$ cat src/rtl/uart_pkg.sv
// rtl/uart_pkg.sv - shared states and frame constants for the UART receive path
//   No ports. Provides rx_state_e, OVS_RATE, MID_SAMPLE, DATA_BITS.
package uart_pkg;

    localparam int OVS_RATE   = 16;   // oversample ticks per bit
    localparam int MID_SAMPLE = 7;    // tick index treated as the centre of the start bit
    localparam int DATA_BITS  = 8;

    typedef enum logic [2:0] {
        IDLE,
        START,
        DATA,
        PARITY,
        STOP,
        WAIT_HIGH
    } rx_state_e;

endpackage

$ cat src/rtl/uart_rx_core_if.sv
// rtl/uart_rx_core_if.sv - received-byte valid/ready stream between receiver and consumer
//   data_o  : byte at FIFO head        (master -> slave)
//   valid_o : FIFO non-empty           (master -> slave)
//   ready_i : consumer takes the byte  (slave -> master)
interface uart_rx_core_if;
    import uart_pkg::*;

    logic [DATA_BITS-1:0] data_o;
    logic                 valid_o;
    logic                 ready_i;

    modport master (output data_o, output valid_o, input ready_i);
    modport slave  (input data_o, input valid_o, output ready_i);

endinterface

$ cat src/rtl/uart_rx_fifo.sv
// rtl/uart_rx_fifo.sv - small synchronous FIFO holding received bytes
//   clk, rst_n        : clock, asynchronous active-low reset
//   push, push_data   : write request and byte (dropped when full unless popping)
//   pop               : read request (ignored when empty)
//   pop_data          : head byte; holds the last popped byte while empty
//   full, empty       : status from pointer comparison
module uart_rx_fifo #(
    parameter int DEPTH = 4,
    parameter int WIDTH = 8
) (
    input  logic             clk,
    input  logic             rst_n,
    input  logic             push,
    input  logic [WIDTH-1:0] push_data,
    input  logic             pop,
    output logic [WIDTH-1:0] pop_data,
    output logic             full,
    output logic             empty
);

    localparam int AW = $clog2(DEPTH);

    // One extra pointer bit distinguishes full from empty when the indices match.
    logic [AW:0]      wr_ptr;
    logic [AW:0]      rd_ptr;
    logic [WIDTH-1:0] mem [DEPTH];
    logic [WIDTH-1:0] last_q;
    logic             do_push;
    logic             do_pop;

    assign empty   = (wr_ptr == rd_ptr);
    assign full    = (wr_ptr[AW] != rd_ptr[AW]) && (wr_ptr[AW-1:0] == rd_ptr[AW-1:0]);
    assign do_pop  = pop && !empty;
    assign do_push = push && (!full || do_pop);

    always_ff @(posedge clk or negedge rst_n) begin
        if (!rst_n) begin
            wr_ptr <= '0;
            rd_ptr <= '0;
            last_q <= '0;
        end else begin
            if (do_push) wr_ptr <= wr_ptr + (AW+1)'(1);
            if (do_pop) begin
                rd_ptr <= rd_ptr + (AW+1)'(1);
                last_q <= mem[rd_ptr[AW-1:0]];
            end
        end
    end

    always_ff @(posedge clk) begin
        if (do_push) mem[wr_ptr[AW-1:0]] <= push_data;
    end

    assign pop_data = empty ? last_q : mem[rd_ptr[AW-1:0]];

endmodule

$ cat src/rtl/uart_rx_core.sv
// rtl/uart_rx_core.sv - 16x oversampling UART receiver with output FIFO
//   clk, rst_n    : clock, asynchronous active-low reset
//   rx_i          : serial line, idle high, asynchronous
//   out_if        : received bytes (data_o / valid_o / ready_i)
//   frame_err_o   : 1-cycle pulse, stop bit sampled low
//   parity_err_o  : 1-cycle pulse, even parity mismatch (0 unless UART_PARITY_EN)
//   overrun_o     : 1-cycle pulse, byte dropped because the FIFO was full
//   busy_o        : receiver FSM not idle
//   UART_PARITY_EN: when defined, frames carry an even parity bit after the data (8E1)
module uart_rx_core
    import uart_pkg::*;
#(
    parameter int OVS_DIV    = 27,
    parameter int FIFO_DEPTH = 4
) (
    input  logic             clk,
    input  logic             rst_n,
    input  logic             rx_i,
    uart_rx_core_if.master   out_if,
    output logic             frame_err_o,
    output logic             parity_err_o,
    output logic             overrun_o,
    output logic             busy_o
);

    localparam int TW = (OVS_DIV > 1) ? $clog2(OVS_DIV) : 1;
    localparam int BW = $clog2(DATA_BITS);
    localparam logic [3:0]    MID      = 4'(MID_SAMPLE);
    localparam logic [3:0]    LAST     = 4'(OVS_RATE - 1);
    localparam logic [BW-1:0] LAST_BIT = BW'(DATA_BITS - 1);

    logic                 rx_meta, rx_s, rx_prev;
    logic [TW-1:0]        tick_cnt;
    logic [3:0]           ovs_cnt;
    logic                 tick, mid_tick, end_tick, fall;
    rx_state_e            state, state_nxt;
    logic                 cnt_clr, shift_en, stop_smp;
    logic [BW-1:0]        bit_idx;
    logic [DATA_BITS-1:0] shreg;
    logic                 push_q;
    logic                 fifo_full, fifo_empty, fifo_pop;
`ifdef UART_PARITY_EN
    logic                 par_smp;
    logic                 par_bad;
`endif

    // Synchroniser plus one history flop for edge detection; all reset to the idle level.
    always_ff @(posedge clk or negedge rst_n) begin
        if (!rst_n) begin
            rx_meta <= 1'b1;
            rx_s    <= 1'b1;
            rx_prev <= 1'b1;
        end else begin
            rx_meta <= rx_i;
            rx_s    <= rx_meta;
            rx_prev <= rx_s;
        end
    end

    assign fall     = rx_prev && !rx_s;
    assign tick     = (tick_cnt == TW'(OVS_DIV - 1));
    assign mid_tick = tick && (ovs_cnt == MID);
    assign end_tick = tick && (ovs_cnt == LAST);

    always_ff @(posedge clk or negedge rst_n) begin
        if (!rst_n) begin
            tick_cnt <= '0;
            ovs_cnt  <= '0;
        end else if (cnt_clr) begin
            tick_cnt <= '0;
            ovs_cnt  <= '0;
        end else if (tick) begin
            tick_cnt <= '0;
            ovs_cnt  <= ovs_cnt + 4'd1;
        end else begin
            tick_cnt <= tick_cnt + TW'(1);
        end
    end

    always_ff @(posedge clk or negedge rst_n) begin
        if (!rst_n) state <= IDLE;
        else        state <= state_nxt;
    end

    always_comb begin
        state_nxt = state;
        cnt_clr   = 1'b0;
        shift_en  = 1'b0;
        stop_smp  = 1'b0;
`ifdef UART_PARITY_EN
        par_smp   = 1'b0;
`endif
        case (state)
            IDLE: if (fall) begin
                cnt_clr   = 1'b1;
                state_nxt = START;
            end
            // A start bit that is already high again at its centre is a glitch.
            START: if (mid_tick) begin
                cnt_clr   = 1'b1;
                state_nxt = rx_s ? IDLE : DATA;
            end
            DATA: if (end_tick) begin
                shift_en = 1'b1;
`ifdef UART_PARITY_EN
                if (bit_idx == LAST_BIT) state_nxt = PARITY;
`else
                if (bit_idx == LAST_BIT) state_nxt = STOP;
`endif
            end
`ifdef UART_PARITY_EN
            PARITY: if (end_tick) begin
                par_smp   = 1'b1;
                state_nxt = STOP;
            end
`endif
            STOP: if (end_tick) begin
                stop_smp  = 1'b1;
                state_nxt = rx_s ? IDLE : WAIT_HIGH;
            end
            // A held-low line (break) must not be mistaken for a new start bit.
            WAIT_HIGH: if (rx_s) state_nxt = IDLE;
            default: state_nxt = IDLE;
        endcase
    end

    always_ff @(posedge clk or negedge rst_n) begin
        if (!rst_n) begin
            bit_idx     <= '0;
            shreg       <= '0;
            push_q      <= 1'b0;
            frame_err_o <= 1'b0;
            overrun_o   <= 1'b0;
`ifdef UART_PARITY_EN
            par_bad      <= 1'b0;
            parity_err_o <= 1'b0;
`endif
        end else begin
            if (cnt_clr) begin
                bit_idx <= '0;
            end else if (shift_en) begin
                shreg   <= {rx_s, shreg[DATA_BITS-1:1]};
                bit_idx <= bit_idx + BW'(1);
            end
            frame_err_o <= stop_smp && !rx_s;
            overrun_o   <= push_q && fifo_full && !fifo_pop;
`ifdef UART_PARITY_EN
            if (par_smp) par_bad <= ^{shreg, rx_s};
            parity_err_o <= stop_smp && par_bad;
            push_q       <= stop_smp && rx_s && !par_bad;
`else
            push_q       <= stop_smp && rx_s;
`endif
        end
    end

`ifndef UART_PARITY_EN
    assign parity_err_o = 1'b0;
`endif

    // shreg stays stable long after the stop sample, so it feeds the FIFO directly.
    assign fifo_pop = out_if.ready_i && !fifo_empty;

    uart_rx_fifo #(
        .DEPTH (FIFO_DEPTH),
        .WIDTH (DATA_BITS)
    ) u_fifo (
        .clk       (clk),
        .rst_n     (rst_n),
        .push      (push_q),
        .push_data (shreg),
        .pop       (fifo_pop),
        .pop_data  (out_if.data_o),
        .full      (fifo_full),
        .empty     (fifo_empty)
    );

    assign out_if.valid_o = !fifo_empty;
    assign busy_o         = (state != IDLE);

endmodule

$ cat src/flat_wrapper.sv
// flat-port wrapper written by rule: the top's interface ports become plain ports
module uart_rx_core_flat import uart_pkg::*;
#(
    parameter int OVS_DIV    = 27,
    parameter int FIFO_DEPTH = 4
)
  (clk, rst_n, rx_i, frame_err_o, parity_err_o, overrun_o, busy_o, out_if_data_o, out_if_valid_o, out_if_ready_i);
  uart_rx_core_if out_if_i ();
  input  logic clk;
  input  logic rst_n;
  input  logic rx_i;
  output logic frame_err_o;
  output logic parity_err_o;
  output logic overrun_o;
  output logic busy_o;
  output wire logic [$bits(out_if_i.data_o)-1:0] out_if_data_o;
  output wire logic [$bits(out_if_i.valid_o)-1:0] out_if_valid_o;
  input wire logic [$bits(out_if_i.ready_i)-1:0] out_if_ready_i;
  assign out_if_data_o = out_if_i.data_o;
  assign out_if_valid_o = out_if_i.valid_o;
  assign out_if_i.ready_i = out_if_ready_i;
  uart_rx_core #(.OVS_DIV(OVS_DIV), .FIFO_DEPTH(FIFO_DEPTH)) u_core (.clk(clk), .rst_n(rst_n), .rx_i(rx_i), .out_if(out_if_i), .frame_err_o(frame_err_o), .parity_err_o(parity_err_o), .overrun_o(overrun_o), .busy_o(busy_o));
endmodule
$ cat config.mk
export PLATFORM = sky130hd
export DESIGN_NAME = uart_rx_core_flat
export DESIGN_NICKNAME = d
export VERILOG_FILES = /design/src/rtl/uart_pkg.sv /design/src/rtl/uart_rx_core_if.sv /design/src/rtl/uart_rx_fifo.sv /design/src/rtl/uart_rx_core.sv /design/src/flat_wrapper.sv
export SDC_FILE = /design/constraint.sdc
export NUM_CORES = 1
export LEC_CHECK = 0
export ABC_AREA = 1
export CAP_MARGIN = 10
export CELL_PAD_IN_SITES_DETAIL_PLACEMENT = 2
export CELL_PAD_IN_SITES_GLOBAL_PLACEMENT = 2
export CORE_MARGIN = 2
export CORE_UTILIZATION = 40
export CTS_BUF_LIST = sky130_fd_sc_hd__clkbuf_4
export DETAILED_ROUTE_END_ITERATION = 7
export GPL_ROUTABILITY_DRIVEN = 0
export PLACE_DENSITY = 0.91
export SYNTH_ARGS = -nofsm -noshare
export SYNTH_HDL_FRONTEND = slang
export SYNTH_SLANG_ARGS = --single-unit
$ cat constraint.sdc
create_clock -name clk -period 2.33 [get_ports clk]
set_input_delay 0.699 -clock clk [delete_from_list [all_inputs] [get_ports clk]]
set_output_delay 0.699 -clock clk [all_outputs]
set_load 0.01 [all_outputs]
Yosys cells after proc, flatten, opt, wreduce, memory -nomap -nowiden
Memory sizes are Yosys's and may differ from the RTL's.
Index checks and enable logic that the tools add are counted.
{"block": "word_totals", "register_bits": 43, "ramBits": 32, "in_bits": 4, "output_inout_bits": 13, "elab_cells": 84, "memories": 1}
{"block": "classes", "addsub": 5, "n_eq_ne": 17, "n_mux": 24, "n_bitwise": 1, "n_reduce_logical": 22}
{"memory": "u_core.u_fifo.mem", "words": 4, "width": 8, "rd": 1, "rd_clocked_by_memory_dff": 0, "write_ports": 1, "line": "uart_rx_fifo.sv:26", "text": "logic [WIDTH-1:0] mem [DEPTH];"}
{"cell": "$mux W3", "n": 9}
{"cell": "$pmux W3 S5", "n": 1}
{"cell": "$ne A2 B1 Y1 const B", "n": 6}
{"cell": "$logic_and A1 B1 Y1", "n": 11}
{"cell": "$mux W5", "n": 2}
{"cell": "$add A3 B1 Y3 const B", "n": 3}
{"cell": "$eq A3 B3 Y1 const B", "n": 3}
{"cell": "$mux W4", "n": 2}
{"cell": "$mux W8", "n": 1}
{"cell": "$mux W1", "n": 7}
{"cell": "$reduce_and A6 Y1", "n": 1}
{"cell": "$add A5 B1 Y5 const B", "n": 1}
{"cell": "$eq A5 B5 Y1 const B", "n": 1}
{"cell": "$add A4 B1 Y4 const B", "n": 1}
{"cell": "$eq A4 B3 Y1 const B", "n": 1}
{"cell": "$eq A4 B4 Y1 const B", "n": 1}
{"cell": "$logic_not A1 Y1", "n": 4}
{"cell": "$reduce_bool A2 Y1", "n": 2}
{"cell": "$eq A3 B1 Y1 const B", "n": 1}
{"cell": "$eq A3 B2 Y1 const B", "n": 1}
{"cell": "$eq A3 B3 Y1", "n": 1}
{"cell": "$logic_not A3 Y1", "n": 1}
{"cell": "$reduce_bool A3 Y1", "n": 1}
{"cell": "$eq A2 B2 Y1", "n": 1}
{"cell": "other kinds (6)", "n": 6}

Depth between registers and ports, before layout
Gate-level depths: netlist of run 1.
{"block": "logic_depth", "ltp_word": 8, "mapped_depth": 9, "ltp_nobuf": 9}

Hierarchy
A second synthesis of run 1 with hierarchy kept.
{"block": "unflattened", "cells_unflattened": 361, "hier_area_um2": 3504.6}
{"mod": "uart_rx_fifo", "instances": 1, "cells_each": 205, "area_per_inst_um2": 2103.3, "seq_area_each_um2": 1311.3}
{"mod": "uart_rx_core", "instances": 1, "cells_each": 156, "area_per_inst_um2": 1401.3, "seq_area_each_um2": 729.4}

Worst setup path before layout of run 1
OpenSTA, ideal clock, no wires.
{"block": "synth_timing", "path_type": "register to output", "start": "register u_core.u_fifo.rd_ptr[0]", "end": "output port out_if_data_o[0]", "arrival_time_ns": 1.245, "required_ns": 1.631, "setup_slack_ns": 0.386, "stages_incl_launch_ff": 8, "cell_sequence": "dfrtp_1 -> buf_6 -> xor2_2 -> nor2_4 -> nand2_4 -> buf_4 -> nand2_1 -> nand2_1"}
{"block": "synth_between", "elab_chain_cells": 2}
{"element": "from (decl)", "line": "uart_rx_fifo.sv:25", "text": "logic [AW:0] rd_ptr;"}
{"element": "from (signal assigned)", "line": "uart_rx_fifo.sv:44", "text": "rd_ptr <= rd_ptr + (AW+1)'(1);"}
{"element": "$mem_v2 Z4 W8 / $eq A3 B3 Y1 (equally long branches)"}
{"element": "$mux W8 *", "line": "uart_rx_fifo.sv:54", "text": "assign pop_data = empty ? last_q : mem[rd_ptr[AW-1:0]];"}
{"element": "to (decl)", "line": "flat_wrapper.sv:16", "text": "output wire logic [$bits(out_if_i.data_o)-1:0] out_if_data_o;"}
Every way passes the cells marked *; elsewhere a longest branch is shown, timed or not.

Worst setup path in the final report of run 1
{"block": "layout_timing", "start": "register u_core.u_fifo.rd_ptr[0]", "end": "output port out_if_data_o[6]"}
Same word-level chain as after synthesis.

==> results of run 1 <==
## final cells by class
class | instances | area (sq um)
well taps | 105 | 131.4
clock buffers | 10 | 75.07
repair buffers | 50 | 476.7
fillers | 867 | 4046
multi-input cells | 234 | 1329
inverters | 25 | 93.84
clock inverters | 6 | 65.06
flip-flops and latches | 75 | 2041
## what timing repair did
action                                  4_1_cts  5_1_grt
pin swaps                                    13        6
gates resized for setup                      82       11
hold buffers                                  0        0
gates cloned                                  1        0
setup buffers                                13        1
hold endpoints to repair                      0        0
endpoints found under the setup margin       10       10
## critical path: cells and delay by family, from the launching register on
kind          cells  cell delay [ns]
xor+xnor          1             0.15
buf+inv           3             0.43
flops             1             0.46
simple gates      4             0.44
## how the worst min path moves through the flow
stage | from | to | slack (ns) | depth (start not counted)
4_1_cts | rst_n | u_core.u_fifo.rd_ptr[0] | 0.23 | 1
6_report | rst_n | u_core.u_fifo.last_q[2] | 0.23 | 1
2_1_floorplan | u_core.rx_meta | u_core.rx_s | 0.35 | 0
3_3_place_gp | u_core.rx_meta | u_core.rx_s | 0.35 | 0
3_5_place_dp | u_core.rx_meta | u_core.rx_s | 0.35 | 0
5_1_grt | rst_n | u_core.u_fifo.rd_ptr[0] | 0.25 | 1
## kinds of logic after synthesis
family                     after synthesis  synth area share
xor gates and xnor gates                 9           0.02751
adders and majority gates               10           0.03667
AOI/OAI and AO/OA                       37           0.05867
DFF                                     75            0.5981
other                                    1          0.001099
buffers and inverters                   37           0.05463
and+or+nand+nor                        177            0.2233
## cells in the mapped netlist
library cell   n
xnor2_2        1
nand2_4        2
nor2_1        38
a21boi_0       1
clkbuf_2       1
o21ai_0       26
dfstp_2        3
xnor2_1        1
nand4_1        5
edfxtp_1      32
buf_1          1
inv_1         24
nor2_4         2
nand2_2        3
buf_6          4
inv_2          1
and3_1         1
nand3_1       31
clkbuf_1       1
a21oi_1        1
dfrtp_1       40
xor2_2         1
ha_1          10
buf_2          1
xor2_1         6
buf_4          4
nor3_1         3
o22ai_1        8
nand2_1       91
conb_1         1
o21a_1         1
nor2_2         1
## routing by layer
layer	track usage	up-vias
met5	0	-
met4	0.08685	0
met3	0.03054	18
met2	0.4890	49
met1	0.3075	1373
li1	-	1238
## sequential cells by signal (all words and copies together) (netlist names)
signal / cells
u_core.bit_idx: 3
u_core.frame_err_o: 1
u_core.overrun_o: 1
u_core.ovs_cnt: 4
u_core.push_q: 1
u_core.rx_meta: 1
u_core.rx_prev: 1
u_core.rx_s: 1
u_core.shreg: 8
u_core.state: 3
u_core.tick_cnt: 5
u_core.u_fifo.last_q: 8
u_core.u_fifo.mem: 32
u_core.u_fifo.rd_ptr: 3
u_core.u_fifo.wr_ptr: 3
## power breakdown
| part | leakage [nW] | internal (mW) | switching, mW |
|---|---|---|---|
| sequential | 0.916 | 1.45 | 0.0810 |
| combinational | 1.02 | 0.171 | 0.321 |
| clock | 0.0667 | 0.339 | 0.507 |
| total | 2.00 | 1.96 | 0.909 |
==> summary.txt, run 1 <==
Status
  – Run status: complete, but fails checks
  – Failing checks: setup timing

Routing
  – Met1 wire length: 4535 microns
  – Routed wire length: 11120 microns
  – WL met2: 6160 microns
  – WL met3: 213 microns
  – DRC: 0
  – Router iterations before antenna repair: 4
  – DR iter-0 viols: 172
  – Vias: 2678
  – Antenna Nets Post-Route: 0
  – Top sig layer: met4
  – Vias per cell: 5.303
  – DR WL/cell: 22.02 microns

STA
  – Max-slew violations: 0
  – Slew @ Worst Pin: 0.5838 ns
  – Final setup viols: 9
  – Final worst clock skew: 0.02944 ns
  – Period utilization: 1.127
  – Final hold viol count: 0
  – Slew headroom: 0.6108
  – Final setup margin: -0.2961 ns
  – Worst Hold Slack: 0.2313 ns
  – F_max: 380.8 MHz
  – Fin crit period: 2.626 ns
  – TNS Setup: -2.219 ns
  – RSZ-0062 raised after global routing: yes

Critical path
  – FF-to-FF Start: u_core.u_fifo.rd_ptr[0]
  – Arrival @ worst endpoint: 1.93 ns
  – Worst Setup EP: out_if_data_o[6]
  – Worst setup SP type: flop
  – Critical Path Fanout Max: 8
  – Critical path startpoint: u_core.u_fifo.rd_ptr[0]
  – Crit path top cell by count: buf_6
  – Endpoint class of the critical path: primary output
  – Slowest Stage Delay on Critical Path: 0.46 ns
  – Cell Chain, Critical Path: buf_6 -> xor2_4 -> nor2_4 -> nand2_4 -> buf_6 -> nand2_2 -> nand2_1 -> buf_2
  – Setup CP Type: reg -> out
  – Flop2flop setup slack: 0.17 ns
  – R2r endpoint: u_core.u_fifo.mem[3][4]
  – CP max stage cell: dfrtp_1
  – R2R depth: 10
  – WP data required: 1.63 ns

Layout
  – Final core occ: 0.5100
  – Post-layout net count: 409
  – Share of layout cells above drive strength 1: 0.2550
  – Commonest non-fill, non-tap cell in the layout: nand2_1
  – Synth-to-Final Area Change: 23.43%
  – Antenna Cells: 0
  – Most frequent cells in the layout: nand2_1, dfrtp_1, nor2_1
  – Post-route cell area: 4212 sq um
  – Final std cells w/o fill: 505

Logic synthesis
  – Synthesized Nets: 360
  – Post-Syn Instances: 346
  – Ys Warns: 0
  – Synth Area per Inst: 9.861 sq um
  – Yosys reg bits: 75
  – Distinct cells, synth: 32
  – Ranking of synthesized cells by area: dfrtp_1, edfxtp_1, nand2_1, nand3_1, nor2_1
  – Area share of the largest cell type after synthesis: 0.2934
  – Cell taking the most area after synthesis: dfrtp_1
  – Synthesized area: 3412 sq um
  – Register area share after synthesis: 0.5981

Placed design
  – Port bufs: 15
  – Post-Place Setup Slack: -0.1457 ns
  – Inst Count DP: 474
  – Placed Area: 3771 sq um
  – DPL Wire Length: 6637 microns

Die
  – Die ar.: 9285 sq um
  – Core area: 8258 sq um
  – Die X: 96.36 microns
  – Ports: 17
  – Num rows: 33
  – Die height: 96.36 microns
  – Initial core utilization: 0.4132

Clock tree
  – CTS tree: yes
  – Clock network latency to the later pin of the worst-skew pair: 0.44 ns
  – Clock buffer depth: 2
  – Num CTS Buffers: 9
  – CTS sink count: 75
  – Max H-tree Level: 3
  – CTS root buffer: clkbuf_4
  – CTS clk-pin slew, worst paths: 0.15 ns

Min path
  – Min-delay worst type: in -> async

GRT
  – Largest net degree at the start of global routing: 25
  – First-pass GRT wire length: 17210 microns
  – Congestion Overflow GR: 0
  – GR Util All Layers: 0.2608
  – Antenna violations before repair: 0
  – Vias in the first global route: 3058

Power and ir drop
  – Power density cells: 680.5 nW/um^2
  – Total power: 2.866 mW
  – Worst VDD drop: 0.3555 mV
  – P_leak: 2.004 nW

Job
  – # Max-Cap Violations: 0
(Power assumes the default switching activity.)
==> run 2: changes to the inputs <==
Settings changed: MAX_ROUTING_LAYER from default to met4.
==> run 2 against run 1 <==
- the flow still finishes with violations (setup timing)
- critical endpoint unchanged
- register-to-register slack barely moved
- global-route usage rose by 0.74 points
- largest cell class unchanged
- largest power group unchanged
- via count rose by 0.71%
- non-clock buffer count did not move
- sequential cell count did not move
- worst setup slack got worse by 0.0085 ns
- critical path type unchanged
- sequential power barely moved
- first-iteration DRC count fell by 11%
- clock power barely moved
==> summary.txt, run 2 (synthesis results as in run 1) <==
STA
  – Period utilization: 1.131
  – F_max: 379.6 MHz
  – Final hold viol count: 0
  – Final setup viols: 9
  – Worst Hold Slack: 0.2267 ns
  – Final worst clock skew: 0.03160 ns
  – Final setup margin: -0.3046 ns
  – Slew headroom: 0.6112
  – Slew @ Worst Pin: 0.5833 ns
  – Fin crit period: 2.635 ns
  – RSZ-0062 raised after global routing: yes
  – Max-slew violations: 0

Clock tree
  – Max H-tree Level: 3
  – CTS sink count: 75
  – CTS tree: yes
  – Clock buffer depth: 2
  – CTS clk-pin slew, worst paths: 0.15 ns
  – CTS root buffer: clkbuf_4
  – Num CTS Buffers: 9
  – Clock network latency to the later pin of the worst-skew pair: 0.45 ns

Min path
  – Min-delay worst type: in -> async

Die
  – Die X: 96.36 microns
  – Die height: 96.36 microns
  – Ports: 17
  – Initial core utilization: 0.4132
  – Die ar.: 9285 sq um
  – Core area: 8258 sq um
  – Num rows: 33

GRT
  – Antenna violations before repair: 0
  – Largest net degree at the start of global routing: 25
  – Vias in the first global route: 3051
  – GR Util All Layers: 0.2682
  – First-pass GRT wire length: 17200 microns
  – Congestion Overflow GR: 0

Critical path
  – CP top delay family: flip-flops
  – Worst setup SP type: flop
  – WP data required: 1.63 ns
  – Critical Path Fanout Max: 8
  – CP max stage cell: dfrtp_1
  – Crit path top cell by count: buf_6
  – FF-to-FF Start: u_core.u_fifo.rd_ptr[0]
  – Setup CP Type: reg -> out
  – R2R depth: 10
  – R2r endpoint: u_core.u_fifo.mem[3][4]
  – WP buf/inv: 3
  – Cell Chain, Critical Path: buf_6 -> xor2_4 -> nor2_4 -> nand2_4 -> buf_6 -> nand2_2 -> nand2_1 -> buf_2
  – Endpoint class of the critical path: primary output
  – Arrival @ worst endpoint: 1.94 ns
  – Slowest Stage Delay on Critical Path: 0.46 ns
  – Flop2flop setup slack: 0.16 ns

Layout
  – Share of layout cells above drive strength 1: 0.2550
  – Commonest non-fill, non-tap cell in the layout: nand2_1
  – Antenna Cells: 0
  – Post-layout net count: 409
  – Synth-to-Final Area Change: 23.43%
  – Max FFs per register: 32
  – Most frequent cells in the layout: nand2_1, dfrtp_1, nor2_1

Routing
  – Vias per cell: 5.341
  – Antenna Nets Post-Route: 0
  – DR WL/cell: 22.09 microns
  – DR iter-0 viols: 153
  – Router iterations before antenna repair: 4
  – Vias: 2697
  – DRC: 0
  – Routed wire length: 11160 microns

Status
  – Run status: complete, but fails checks
  – Failing checks: setup timing

Power and ir drop
  – Power density cells: 681.4 nW/um^2
  – Total power: 2.870 mW
  – Worst VDD drop: 0.3560 mV
  – P_leak: 2.004 nW

Job
  – # Max-Cap Violations: 0

Placed design
  – Port bufs: 15
  – DPL Wire Length: 6637 microns
## run 2: cell counts in the layout (fill, tap and decap cells not counted)
No cell type changed its count.
## run 2: routing by layer
| metal | vias to the layer above | global-route usage | routed length, microns |
|---|---|---|---|
| li1 | 1240 | - | - |
| met1 | 1392 | 0.3075 | 4553 |
| met3 | 21 | 0.03054 | 203 |
| met2 | 44 | 0.4884 | 6176 |
| met5 | - | - | 0 |
| met4 | 0 | 0.08685 | 221 |
## run 2: repair_timing
item,in CTS,in global routing
gates cloned,1,0
pin swaps,13,6
endpoints found under the setup margin,10,10
buffers inserted,13,1
hold buffers,0,0
endpoints found under the hold margin,0,0
resized for setup,82,11
## run 2: area by class of cell
class	instances	area (sq um)
clock buffers	10	75.07
clock inverters	6	65.06
fillers	867	4046
inverters	25	93.84
multi-input cells	234	1329
flip-flops and latches	75	2041
well taps	105	131.4
repair buffers	50	476.7
## run 2: power by group
part,internal (mW),switching (mW)
clock network,0.339,0.508
logic,0.171,0.324
registers,1.45,0.0816
total,1.96,0.913
## run 2: worst max-delay path by stage
stage                                  from               end  slack, ns  cells past startpoint
floorplan           u_core.u_fifo.rd_ptr[0]  out_if_data_o[0]       0.39                      7
global placement    u_core.u_fifo.rd_ptr[0]  out_if_data_o[1]      0.009                      7
detailed placement  u_core.u_fifo.rd_ptr[1]  out_if_data_o[0]      -0.15                      6
CTS                 u_core.u_fifo.rd_ptr[0]  out_if_data_o[6]      -0.23                      8
global route        u_core.u_fifo.rd_ptr[0]  out_if_data_o[6]      -0.39                      8
finish              u_core.u_fifo.rd_ptr[0]  out_if_data_o[6]      -0.30                      8
## run 2: through the flow
stage | cells | cell area [sq um] | setup TNS, ns | util | setup WS (ns)
after floorplan | 346 | 3412 | 0 | - | 0.3864
after global placement | 474 | 3771 | 0 | 0.4567 | 0.008991
after detailed placement | 474 | 3771 | -0.8454 | 0.4567 | -0.1457
after CTS | 504 | 4155 | -1.700 | 0.5032 | -0.2302
after global routing | 505 | 4212 | -2.905 | 0.5100 | -0.3909
final | 505 | 4212 | -2.294 | 0.5100 | -0.3046
==> run 3: changes to the inputs <==
Settings changed: CORE_MARGIN 2 to 1.5.
==> run 3 against run 2 <==
- the flow still finishes with violations (setup timing)
- worst hold slack worse by 0.0050 ns
- first-iteration DRC count up 28%
- final area up 7.4%
- core utilization up 3.8 points
- highest routed layer unchanged
==> summary.txt, run 3 (synthesis results as in run 1) <==
Critical path
  – Setup CP Type: reg -> out
  – Endpoint class of the critical path: primary output
  – Flop2flop setup slack: 0.16 ns
  – Worst setup SP type: flop
  – WP data required: 1.63 ns
  – R2R depth: 9
  – FF-to-FF Start: u_core.tick_cnt[0]
  – Arrival @ worst endpoint: 1.93 ns
  – Critical path startpoint: u_core.u_fifo.rd_ptr[1]
  – Critical Path Fanout Max: 7
  – R2r endpoint: u_core.shreg[0]

Layout
  – Register area: 2042 sq um
  – Post-layout net count: 417
  – Max FFs per register: 32
  – Share of layout cells above drive strength 1: 0.3358
  – Multi-input combinational cell area: 1540 sq um
  – Synth-to-Final Area Change: 32.60%
  – Fillers: 809
  – Most frequent cells in the layout: nand2_1, dfrtp_1, edfxtp_1
  – Commonest non-fill, non-tap cell in the layout: nand2_1

Routing
  – DR WL/cell: 27.22 microns
  – Met1 wire length: 5364 microns
  – WL met3: 486 microns
  – Router iterations before antenna repair: 4
  – DR iter-0 viols: 196
  – WL met2: 7649 microns
  – Vias: 2869
  – Top sig layer: met4
  – Routed wire length: 13990 microns
  – Vias per cell: 5.582
  – Antenna Nets Post-Route: 0
  – DRC: 0

STA
  – Period utilization: 1.129
  – Fin crit period: 2.630 ns
  – Worst Hold Slack: 0.2217 ns
  – Final hold viol count: 0
  – Slew headroom: 0.5965
  – Final worst clock skew: 0.03583 ns
  – Final setup viols: 9
  – Final setup margin: -0.2998 ns
  – Max-slew violations: 0
  – Slew @ Worst Pin: 0.6053 ns
  – TNS Setup: -2.320 ns
  – F_max: 380.3 MHz
  – RSZ-0062 raised after global routing: yes

Power and ir drop
  – Power density cells: 632.4 nW/um^2
  – Worst VDD drop: 0.5946 mV
  – Total power: 2.861 mW
  – P_leak: 2.104 nW

Status
  – Run status: complete, but fails checks
  – Failing checks: setup timing

Placed design
  – DPL Wire Length: 6563 microns
  – Port bufs: 15
  – Post-Place Setup Slack: -0.1219 ns

Min path
  – Min-delay worst type: in -> async

Clock tree
  – Max H-tree Level: 3
  – CTS sink count: 75
  – CTS tree: yes
  – Clock network latency to the later pin of the worst-skew pair: 0.44 ns
  – CTS root buffer: clkbuf_4
  – CTS clk-pin slew, worst paths: 0.18 ns
  – Hold buffer count at CTS: 0
  – Clock buffer depth: 2
  – Num CTS Buffers: 9

Die
  – Die ar.: 9094 sq um
  – Core area: 8258 sq um
  – Die X: 95.36 microns
  – Die height: 95.36 microns
  – Num rows: 33
  – Ports: 17
  – Initial core utilization: 0.4132

GRT
  – Congestion Overflow GR: 0
  – Largest net degree at the start of global routing: 25
  – First-pass GRT wire length: 18620 microns
  – GR Util All Layers: 0.3016
  – Antenna violations before repair: 1
  – Vias in the first global route: 3245

Job
  – # Max-Cap Violations: 0
## run 3: cell count changes in the layout (fill, tap and decap cells not counted), moves of 5 or more
cell and delta:
nand2_1 -5, o22ai_2 -5, o21ai_2 +6, nor2_2 +8
nand2_4 +5, o22ai_4 +5, buf_4 +7, o21ai_4 +7
nor2_1 -9, o21ai_0 -8, o21ai_1 -5
## run 3: worst max-delay path: stages (launching register included)
cell     delay (ns)
dfrtp_2        0.52
xor2_4         0.24
nor2_4         0.21
nand2_4        0.08
buf_12         0.16
nand2_4        0.08
nand2_4        0.07
buf_6          0.12
## run 3: worst max-delay path by stage
stage	cells past startpoint	slack [ns]	endpoint
6_report	7	-0.30	out_if_data_o[7]
4_1_cts	9	-0.22	out_if_data_o[2]
3_5_place_dp	7	-0.12	out_if_data_o[1]
2_1_floorplan	7	0.39	out_if_data_o[0]
5_1_grt	6	-0.34	out_if_data_o[6]
3_3_place_gp	6	-0.01	out_if_data_o[7]
## run 3: per-stage QoR
| step | area (sq um) | utilization | std cells |
|---|---|---|---|
| 6_report | 4524 | 0.5479 | 514 |
| 5_1_grt | 4524 | 0.5479 | 514 |
| 4_1_cts | 4235 | 0.5129 | 510 |
| 3_5_place_dp | 3779 | 0.4576 | 475 |
| 3_3_place_gp | 3779 | 0.4576 | 475 |
| 2_1_floorplan | 3412 | - | 346 |
## run 3: report_power, final
part / internal, mW / switching [mW]
Sequential: 1.45 / 0.0804
Clock: 0.248 / 0.614
Combinational: 0.160 / 0.312
## run 3: what timing repair did
item                                    4_1_cts  5_1_grt
endpoints found under the setup margin       10        9
endpoints found under the hold margin         0        0
buffers inserted                             16        3
gates resized for setup                      91       63
cloned                                        3        1
pin swaps                                    18       15
## run 3: routing by layer
metal,vias to the layer above,GRT usage
met1,1482,0.3092
met2,88,0.5431
li1,1265,-
met3,34,0.05343
met5,-,-
met4,0,0.1617
## run 3: layout make-up
cell class | instances | share of cell area
diodes | 1 | 0.0005531
clock inverters | 7 | 0.01438
inverters | 25 | 0.02378
flip-flops and latches | 75 | 0.4513
repair buffers | 57 | 0.1256
clock buffers | 9 | 0.01493
well taps | 105 | 0.02904
multi-input cells | 235 | 0.3404
